==> config.mk <==
export PLATFORM = sky130hd
export DESIGN_NAME = taxi_fare_acc
export DESIGN_NICKNAME = d
export VERILOG_FILES = /design/src/rtl/taxi_pkg.sv /design/src/rtl/bcd_digit_add.sv /design/src/rtl/taxi_fare_acc.sv
export SDC_FILE = /design/constraint.sdc
export NUM_CORES = 1
export LEC_CHECK = 0
export ABC_AREA = 1
export CAP_MARGIN = 20
export CORE_MARGIN = 2
export CORE_UTILIZATION = 35
export DETAILED_ROUTE_END_ITERATION = 8
export HOLD_SLACK_MARGIN = 0.03
export PLACE_DENSITY = 0.5
export SYNTH_ARGS = -nofsm -noshare
export SYNTH_HDL_FRONTEND = slang
export SYNTH_HIERARCHICAL = 1
export SYNTH_SLANG_ARGS = --single-unit
export TNS_END_PERCENT = 1
==> constraint.sdc <==
create_clock -name clk -period 22.1 [get_ports clk]
set_clock_uncertainty 0.2 [all_clocks]
set_input_delay 3.315 -clock clk [delete_from_list [all_inputs] [get_ports clk]]
set_output_delay 3.315 -clock clk [all_outputs]
set_load 0.05 [all_outputs]
==> src/rtl/taxi_pkg.sv <==
// Shared taxi-meter definitions: FSM states, ride mode codes and default fare constants.
package taxi_pkg;

    typedef enum logic [1:0] {
        ST_IDLE = 2'd0,
        ST_RUN  = 2'd1,
        ST_HOLD = 2'd2
    } state_t;

    localparam logic [1:0] MODE_IDLE    = 2'b00;
    localparam logic [1:0] MODE_NORMAL  = 2'b01;
    localparam logic [1:0] MODE_PREMIUM = 2'b10;

    localparam int DEF_BASE_N_TENS = 3;
    localparam int DEF_BASE_N_ONES = 8;
    localparam int DEF_BASE_P_TENS = 6;
    localparam int DEF_BASE_P_ONES = 5;
    localparam int DEF_INC_N       = 1;
    localparam int DEF_INC_P       = 2;

    // Five BCD digits, index 0 = least significant.
    typedef logic [4:0][3:0] fare_t;

    function automatic fare_t base_fare(input int tens, input int ones);
        fare_t f;
        f    = '0;
        f[1] = 4'(tens);
        f[0] = 4'(ones);
        return f;
    endfunction

endpackage

==> src/rtl/bcd_digit_add.sv <==
// One decimal digit of a ripple BCD adder: digit + addend + carry-in, corrected back into 0..9.
module bcd_digit_add (
    input  logic [3:0] digit,
    input  logic [3:0] addend,
    input  logic       carry_in,
    output logic [3:0] sum,
    output logic       carry_out
);

    logic [4:0] raw;
    logic [4:0] adj;

    always_comb begin
        raw = {1'b0, digit} + {1'b0, addend} + {4'b0000, carry_in};
        adj = raw - 5'd10;
        if (raw > 5'd9) begin
            sum       = adj[3:0];
            carry_out = 1'b1;
        end else begin
            sum       = raw[3:0];
            carry_out = 1'b0;
        end
    end

endmodule

==> src/rtl/taxi_fare_acc.sv <==
// Taxi fare accumulator: counts synchronised meter pulses into a saturating 5-digit BCD fare.
// Meter rise to digit update is 3 clk (2-flop sync + edge detect); start/stop take effect next cycle.
module taxi_fare_acc
    import taxi_pkg::*;
#(
    parameter int BASE_N_TENS = DEF_BASE_N_TENS,
    parameter int BASE_N_ONES = DEF_BASE_N_ONES,
    parameter int BASE_P_TENS = DEF_BASE_P_TENS,
    parameter int BASE_P_ONES = DEF_BASE_P_ONES,
    parameter int INC_N       = DEF_INC_N,
    parameter int INC_P       = DEF_INC_P
) (
    input  logic       clk,
    input  logic       reset,
    input  logic       normal,
    input  logic       premium,
    input  logic       stop,
    input  logic       meter,
    output logic [3:0] fare_d0,
    output logic [3:0] fare_d1,
    output logic [3:0] fare_d2,
    output logic [3:0] fare_d3,
    output logic [3:0] fare_d4,
    output logic [1:0] mode,
    output logic       running,
    output logic       sat
);

    localparam logic [3:0] INC_N_D = 4'(INC_N);
    localparam logic [3:0] INC_P_D = 4'(INC_P);

    state_t     state_q, state_d;
    fare_t      digits_q, digits_d, digits_sum;
    logic [1:0] mode_q, mode_d;
    logic       sat_q, sat_d;
    logic       m_s1, m_s2, m_prev;
    logic       tick;
    logic [3:0] inc;
    logic [5:0] carry;

    assign tick     = m_s2 & ~m_prev;
    assign inc      = (mode_q == MODE_PREMIUM) ? INC_P_D : INC_N_D;
    assign carry[0] = 1'b0;

    for (genvar i = 0; i < 5; i++) begin : g_add
        bcd_digit_add u_add (
            .digit     (digits_q[i]),
            .addend    ((i == 0) ? inc : 4'd0),
            .carry_in  (carry[i]),
            .sum       (digits_sum[i]),
            .carry_out (carry[i+1])
        );
    end

    always_comb begin
        state_d  = state_q;
        digits_d = digits_q;
        mode_d   = mode_q;
        sat_d    = sat_q;
        case (state_q)
            ST_IDLE, ST_HOLD: begin
                if (normal) begin
                    state_d  = ST_RUN;
                    mode_d   = MODE_NORMAL;
                    digits_d = base_fare(BASE_N_TENS, BASE_N_ONES);
                    sat_d    = 1'b0;
                end else if (premium) begin
                    state_d  = ST_RUN;
                    mode_d   = MODE_PREMIUM;
                    digits_d = base_fare(BASE_P_TENS, BASE_P_ONES);
                    sat_d    = 1'b0;
                end
            end
            ST_RUN: begin
                if (stop) begin
                    state_d = ST_HOLD;
                end else if (tick) begin
                    // Carry out of the top digit means the fare passed 99999.
                    if (carry[5]) begin
                        digits_d = {5{4'd9}};
                        sat_d    = 1'b1;
                    end else begin
                        digits_d = digits_sum;
                    end
                end
            end
            default: state_d = ST_IDLE;
        endcase
    end

    always_ff @(posedge clk) begin
        if (reset) begin
            state_q  <= ST_IDLE;
            digits_q <= '0;
            mode_q   <= MODE_IDLE;
            sat_q    <= 1'b0;
            m_s1     <= 1'b0;
            m_s2     <= 1'b0;
            m_prev   <= 1'b0;
        end else begin
            state_q  <= state_d;
            digits_q <= digits_d;
            mode_q   <= mode_d;
            sat_q    <= sat_d;
            m_s1     <= meter;
            m_s2     <= m_s1;
            // Tracking m_s2 every cycle also covers RUN entry, so a meter already high never charges.
            m_prev   <= m_s2;
        end
    end

    assign fare_d0 = digits_q[0];
    assign fare_d1 = digits_q[1];
    assign fare_d2 = digits_q[2];
    assign fare_d3 = digits_q[3];
    assign fare_d4 = digits_q[4];
    assign mode    = mode_q;
    assign running = (state_q == ST_RUN);
    assign sat     = sat_q;

endmodule

==> results of run 1 <==
-- cells in the final DEF, fill, tap and decap left out --
| master | count |
|---|---|
| clkdlybuf4s50_1 | 29 |
| conb_1 | 23 |
| nor2_2 | 1 |
| o21bai_1 | 1 |
| nor2_4 | 1 |
| bufinv_16 | 1 |
| clkbuf_8 | 3 |
| ha_1 | 20 |
| inv_1 | 63 |
| o21ai_2 | 1 |
| nand2_2 | 20 |
| nand3_2 | 9 |
| dfxtp_1 | 28 |
| a21oi_1 | 18 |
| nand2_1 | 100 |
| inv_2 | 3 |
| a21oi_2 | 14 |
| nand2_4 | 11 |
| o21ai_0 | 5 |
| a21oi_4 | 5 |
| nand3_1 | 54 |
| nor2_1 | 47 |
| fa_1 | 10 |
-- flip-flops by register name (all words and copies together) (netlist names), 2 cells and up --
| signal | count |
|---|---|
| fare_d0 | 4 |
| fare_d1 | 4 |
| fare_d2 | 4 |
| fare_d3 | 4 |
| fare_d4 | 4 |
| mode | 2 |
| state_q | 2 |
-- worst register-to-register path, delay by kind of cell (launching register included) --
| kind | cells | cell delay, ps |
|---|---|---|
| compound gates | 5 | 250 |
| fa+ha+maj | 15 | 5430 |
| buf+inv | 7 | 510 |
| flops | 1 | 350 |
| simple gates | 26 | 2540 |
-- worst paths after layout --
check / startpoint / endpoint / slack, ps / depth (start not counted)
worst max register to register: mode[1]$_SDFFE_PP0P_ / fare_d0[2]$_SDFFE_PP0P_ / 12740 / 53
worst min-delay path: m_s1$_SDFF_PP0_ / m_s2$_SDFF_PP0_ / 220 / 2
worst max-delay path: mode[1]$_SDFFE_PP0P_ / fare_d0[2]$_SDFFE_PP0P_ / 12740 / 53
worst min register to register: m_s1$_SDFF_PP0_ / m_s2$_SDFF_PP0_ / 220 / 2
-- per-layer routing --
layer / up-vias / wire length [µm]
met5: - / 0
met3: 2 / 175
met1: 1154 / 3190
li1: 1396 / -
met4: 0 / 10
met2: 30 / 2840
-- metrics by stage --
step	utilization [%]	cell area, µm²	cells	worst slack, ps
2_1_floorplan	-	2930	443	13080
3_3_place_gp	42.0	3280	565	12870
3_5_place_dp	42.0	3280	565	12670
4_1_cts	42.9	3350	569	12600
5_1_grt	42.9	3350	569	11950
6_report	42.9	3350	569	12740
-- cell type report --
class,instances,area (µm²)
fill,863,4460
multi-input combinational,340,2050
sequential,28,561
timing repair buffer,29,290
inverter,66,248
tap,102,128
clock buffer,3,41.3
clock inverter,1,30.0
-- cells by family (layout without fill, tap and decap cells) --
logic type	after synthesis	count (layout)	synth area share, %
buf+inv	75	99	11.1
flops	28	28	19.7
compound gates	44	44	11.8
fa+ha+maj	30	30	15.8
other cells	1	23	0.132
simple gates	243	243	41.4
-- power groups by stage --
stage	clock (µW)	sequential, µW	combinational (µW)
after global placement	0	64.7	222
final	41.3	63.3	221
after global routing	44.2	64.6	252
after detailed placement	0	64.8	222
after floorplan	0	81.9	163
after CTS	43.0	63.7	224
==> summary.md, run 1 <==
| Metric | Value |
|---|---|
| Status | finished clean |
| Setup Buffers After CTS | 0 |
| CTS clk-pin slew, worst paths | approximately 100 ps |
| First-pass GRT wire length | 10800 µm |
| Ys flop type | dfxtp_1 |
| Clock Tree Buf Depth | 2 |
| Fin crit period | around 9400 ps |
| WL per Instance | 10.9 µm |
| Hold Violations, Final | 0 |
| Slew margin rel. | between 50 and 60% |
| GR Util met1 | 20.5% |
| Hold WS | ~220 ps |
| Root buffer selected by CTS | clkbuf_8 |
| Crit path max-delay cell type | fa_1 |
| M2 GR Usage | 25.8% |
| Synth Register Bits | 28 |
| Synth unique cells | 26 |
| Hold Buf Count CTS | 0 |
| Die Y | 94.1 µm |
| Post-synth top cells | 100 x nand2_1, 63 x inv_1, 54 x nand3_1 |
| Max Cap Violations | 0 |
| Row count | 32 |
| Post-Syn Area | 2840 µm² |
| RSZ-0062 raised after global routing | no |
| Fin. max-slew vios | 0 |
| Post-synth ARST share | 0% |
| Delay-heaviest family, CP | adder cells |
| DRT Pass-1 Iters | 4 |
| Post-synth EDFFs | 0 |
| GR Util met3 | 2.57% |
| Clock net sink count | 28 |
| CTS tree | yes |
| DRC | 0 |
| Synth area leader | dfxtp_1 |
| Top-count cell post-synth | nand2_1 |
| All-Layer GR Usage | 15.0% |
| Register share of total power | 19.4% |
| DR vias/cell | 4.54 |
| RePlAce Congestion | roughly 0.8 |
| GR peak layer | met2 |
| Setup crit start kind | flip-flop |
| Fin crit share | 42.4% |
| Sw Share | 50.5% |
| Worst EP arrival | 9390 ps |
| Max incr delay on CP | 450 ps |
| Clock Power Share | 12.7% |
| CP Data Required Time | 22120 ps |
| Max frequency | 107 MHz |
| IO Pins | 30 |
| DRT iter0 DRCs | between 60 and 70 |
| Mapped Avg Cell Area | 6.76 µm² |
| Initial core utilization | 36.4% |
| Post-CTS sizing | 0 |
| Nets | 504 |
| CP bufs+invs | 7 |
| Peak supply drop | roughly 33 µV |
| Synth area leaders | dfxtp_1 20%, nand2_1 13%, nand3_1 9.5% |
| Final setup violating endpoints | 0 |
| Synth Warn # | 6 |
| Largest net degree at the start of global routing | 23 |
| Clk Latency, worst-skew pair | 280 ps |
| Slew @ Worst Pin | 675 ps |
| Critical path class | flip-flop to flip-flop |
| Post-detail-place hpwl | 4930 µm |
| Final setup TNS | 0 ps |
| Antenna cell count | 0 |
| Die ar. | 8860 µm² |
| Initial antenna violation count | 0 |
| Seq/Total Area, Yosys | 19.7% |
| Worst Path Max Fanout | 16 |
| Total routed wirelength | 6220 µm |
| Number of global-route vias before repair | 2393 |
| Die X | 94.1 µm |
| Core Area | 7810 µm² |
| Logic gate share of total power | about two thirds |
| Power, Total | about 330 µW |
| Leakage | 0.00168 µW |
| Via count | 2582 |
| CTS HTree Levels | 1 |
| Setup crit end kind | flip-flop |
| Power density cells | 97.3 nW/µm² |
| Gate Count Post-Synth | 421 |
| Area Growth Syn to Fin | 17.7% |
| Total grt overflow | 0 |
| ANT nets after route | 0 |
| Hold crit path type | flip-flop to flip-flop |
| TritonCTS buffer count | 3 |
| Layout cells sized above 1 | between 10% and 20% |
| # port buffers | 29 |
| Pint | 161 µW |
| Share of the synthesized area in the top cell type | between 10% and 20% |
| Net Sw Power | between 150 and 200 µW |
Power figures use the tool's default switching activity.
==> run 2, diff against run 1 <==
--- a/config.mk
+++ b/config.mk
@@ -11,7 +11,7 @@
 export CORE_UTILIZATION = 35
 export DETAILED_ROUTE_END_ITERATION = 8
 export HOLD_SLACK_MARGIN = 0.03
-export PLACE_DENSITY = 0.5
+export PLACE_DENSITY = 0.52
 export SYNTH_ARGS = -nofsm -noshare
 export SYNTH_HDL_FRONTEND = slang
 export SYNTH_HIERARCHICAL = 1
==> constraint.sdc (replaced) <==
create_clock -name clk -period 8.5 [get_ports clk]
set_clock_uncertainty 0.2 [all_clocks]
set_input_delay 1.275 -clock clk [delete_from_list [all_inputs] [get_ports clk]]
set_output_delay 1.275 -clock clk [all_outputs]
set_load 0.05 [all_outputs]
==> run 2 against run 1 <==
Net effect: worst hold slack lost 10 ps; first-iteration DRC count increased by 92%; combinational power rose to 3.2 times the previous value; flip-flop and latch count did not move; via count grew 4.5%; critical path type unchanged; critical endpoint is now fare_d1[1]$_SDFFE_PP0P_; largest cell class unchanged; highest routed layer unchanged.
==> summary.md, run 2 (synthesized netlist as in run 1, its figures left out) <==
| Metric | Value |
|---|---|
| Net Sw Power | 471 µW (+190%) |
| Max frequency | 123 MHz (+15%) |
| Commonest cells after routing, fill and taps aside | 98 x nand2_1, 57 x inv_1, 54 x nand3_1, 42 x nor2_1, 29 x clkdlybuf4s50_1 |
| Filler cells | 829 (-3.9%) |
| Root buffer selected by CTS | clkbuf_8 |
| Total routed wirelength | 6760 µm (+8.8%) |
| Area Growth Syn to Fin | 29.4% |
| WL per Instance | 11.4 µm (+4.2%) |
| Power density cells | 261 nW/µm² (+170%) |
| Total grt overflow | 0 (unchanged) |
| Critical path class | flip-flop to flip-flop |
| Hold Violations, Final | 0 (unchanged) |
| Clock net sink count | 28 (unchanged) |
| Worst EP arrival | 8130 ps (-1260 ps) |
| Post-detail-place hpwl | 5140 µm (+4.2%) |
| Leakage | 0.00179 µW (+6.7%) |
| Worst R2R Setup Slack | 350 ps (-12390 ps) |
| Initial antenna violation count | 0 (unchanged) |
| Slew @ Worst Pin | 748 ps (+73.3 ps) |
| Placed cell area | 3420 µm² (+4.4%) |
| GR Util met1 | 21.5% (+1.0 points) |
| Number of global-route vias before repair | 2511 (+4.9%) |
| Antenna cell count | 0 (unchanged) |
| DRT iter0 DRCs | 123 (+92%) |
| Nets | 529 (+5.0%) |
| Core Area | 7810 µm² (unchanged) |
| Hold crit path type | flip-flop to flip-flop |
| M2 GR Usage | 27.7% (+2.0 points) |
| Via count | 2698 (+4.5%) |
| Final setup violating endpoints | 0 (unchanged) |
| # port buffers | 29 (unchanged) |
| All-Layer GR Usage | 16.1% (+1.0 points) |
| Setup crit start kind | flip-flop |
| Most common cell after layout, fill and taps aside | nand2_1 |
| Power, Total | 960 µW (+190%) |
| DR vias/cell | 4.54 (about the same) |
| Clk Latency, worst-skew pair | 290 ps (about the same) |
| Fin crit period | 8150 ps (-1210 ps) |
| Die ar. | 8860 µm² (unchanged) |
| Row count | 32 (unchanged) |
| Worst Path Max Fanout | 7 (-9) |
| Sw Share | 49.0% (-1.4 points) |
| Placed Cells | 581 (+2.8%) |
| Hold WS | 206 ps (-10.1 ps) |
| Initial core utilization | 36.4% (unchanged) |
| CP Data Required Time | 8480 ps (-13640 ps) |
| Cell Count, Final, Fillers Out | 594 (+4.4%) |
| Fin area | 3680 µm² (+9.9%) |
| Clock Tree Buf Depth | 2 (unchanged) |
| Largest net degree at the start of global routing | 23 (unchanged) |
| GR Util met3 | 2.57% (unchanged) |
| Crit path max-delay cell type | fa_1 |
| RePlAce Congestion | 0.792 (-1.2%) |
| Pint | 489 µW (+200%) |
| Logic gate share of total power | 72.8% (+4.9 points) |
| GR peak layer | met2 |
| Die X | 94.1 µm (unchanged) |
| Die Y | 94.1 µm (unchanged) |
| ANT nets after route | 0 (unchanged) |
| Max incr delay on CP | 580 ps (+130 ps) |
| DRT Pass-1 Iters | 4 (unchanged) |
| Fin crit share | 95.9% (+54 points) |
| TritonCTS buffer count | 3 (unchanged) |
| Setup crit end kind | flip-flop |
| IO Pins | 30 (unchanged) |
| Slew margin rel. | 50.0% (-4.9 points) |
| CTS HTree Levels | 1 (unchanged) |
| Register share of total power | 17.1% (-2.3 points) |
| CTS clk-pin slew, worst paths | 110 ps (about the same) |
| Hold Buf Count CTS | 0 (unchanged) |
| Peak supply drop | 108 µV (+230%) |
| Final core utilization | 47.1% (+4.3 points) |
| Fin. max-slew vios | 0 (unchanged) |
| Layout cells sized above 1 | 25.2% (+10 points) |
| CTS tree | yes |
| Max Cap Violations | 0 (unchanged) |
| Status | finished clean |
| Clock Power Share | 10.2% (-2.5 points) |
| DRC | 0 (unchanged) |
| First-pass GRT wire length | 11500 µm (+6.1%) |
==> run 2: layout make-up <==
| cell class | instances | area [µm²] | share of cell area, % |
|---|---|---|---|
| inverter | 66 | 248 | 6.73 |
| tap | 102 | 128 | 3.47 |
| clock buffer | 4 | 66.3 | 1.80 |
| timing repair buffer | 54 | 485 | 13.2 |
| multi-input combinational | 340 | 2190 | 59.4 |
| sequential | 28 | 566 | 15.4 |
==> run 2: final timing paths <==
kind | startpoint | end | cells past startpoint
hold / removal | m_s1$_SDFF_PP0_ | m_s2$_SDFF_PP0_ | 2
setup / recovery | mode[1]$_SDFFE_PP0P_ | fare_d1[1]$_SDFFE_PP0P_ | 44
hold reg to reg | m_s1$_SDFF_PP0_ | m_s2$_SDFF_PP0_ | 2
setup reg to reg | mode[1]$_SDFFE_PP0P_ | fare_d1[1]$_SDFFE_PP0P_ | 44
==> run 2: repair_timing <==
item	CTS	global route
gates resized for setup	4	29
setup buffers	0	9
pin swaps	0	21
endpoints found under the setup margin	19	21
==> run 2: critical path, delay by kind of cell (launching register included) <==
| family | cells | cell delay (ps) |
|---|---|---|
| adders and majority gates | 15 | 5220 |
| DFF | 1 | 360 |
| buffers and inverters | 9 | 750 |
| and+or+nand+nor | 14 | 1110 |
| AOI/OAI and AO/OA | 6 | 400 |
==> run 2: power by group through the flow <==
stage	combinational, µW	clock, µW	sequential (µW)
after floorplan	432	0	213
after global placement	622	0	167
after detailed placement	619	0	167
after CTS	636	104	164
after global routing	785	106	166
final	699	97.5	164
==> run 2: metrics by stage <==
| step | TNS, ps | setup slack, ps |
|---|---|---|
| finish | 0 | 349 |
| global route | -206 | -32.5 |
| CTS | 0 | 1.81 |
| detailed placement | -2530 | -180 |
| global placement | -525 | -66.2 |
| floorplan | 0 | 32.3 |
==> run 2: routing by layer <==
layer | up-vias | routed length [µm] | part of all wire, %
li1 | 1447 | - | -
met1 | 1219 | 3370 | 50
met2 | 30 | 3200 | 47
met3 | 2 | 169 | 2.5
met4 | 0 | 27 | 0.40
met5 | - | 0 | 0
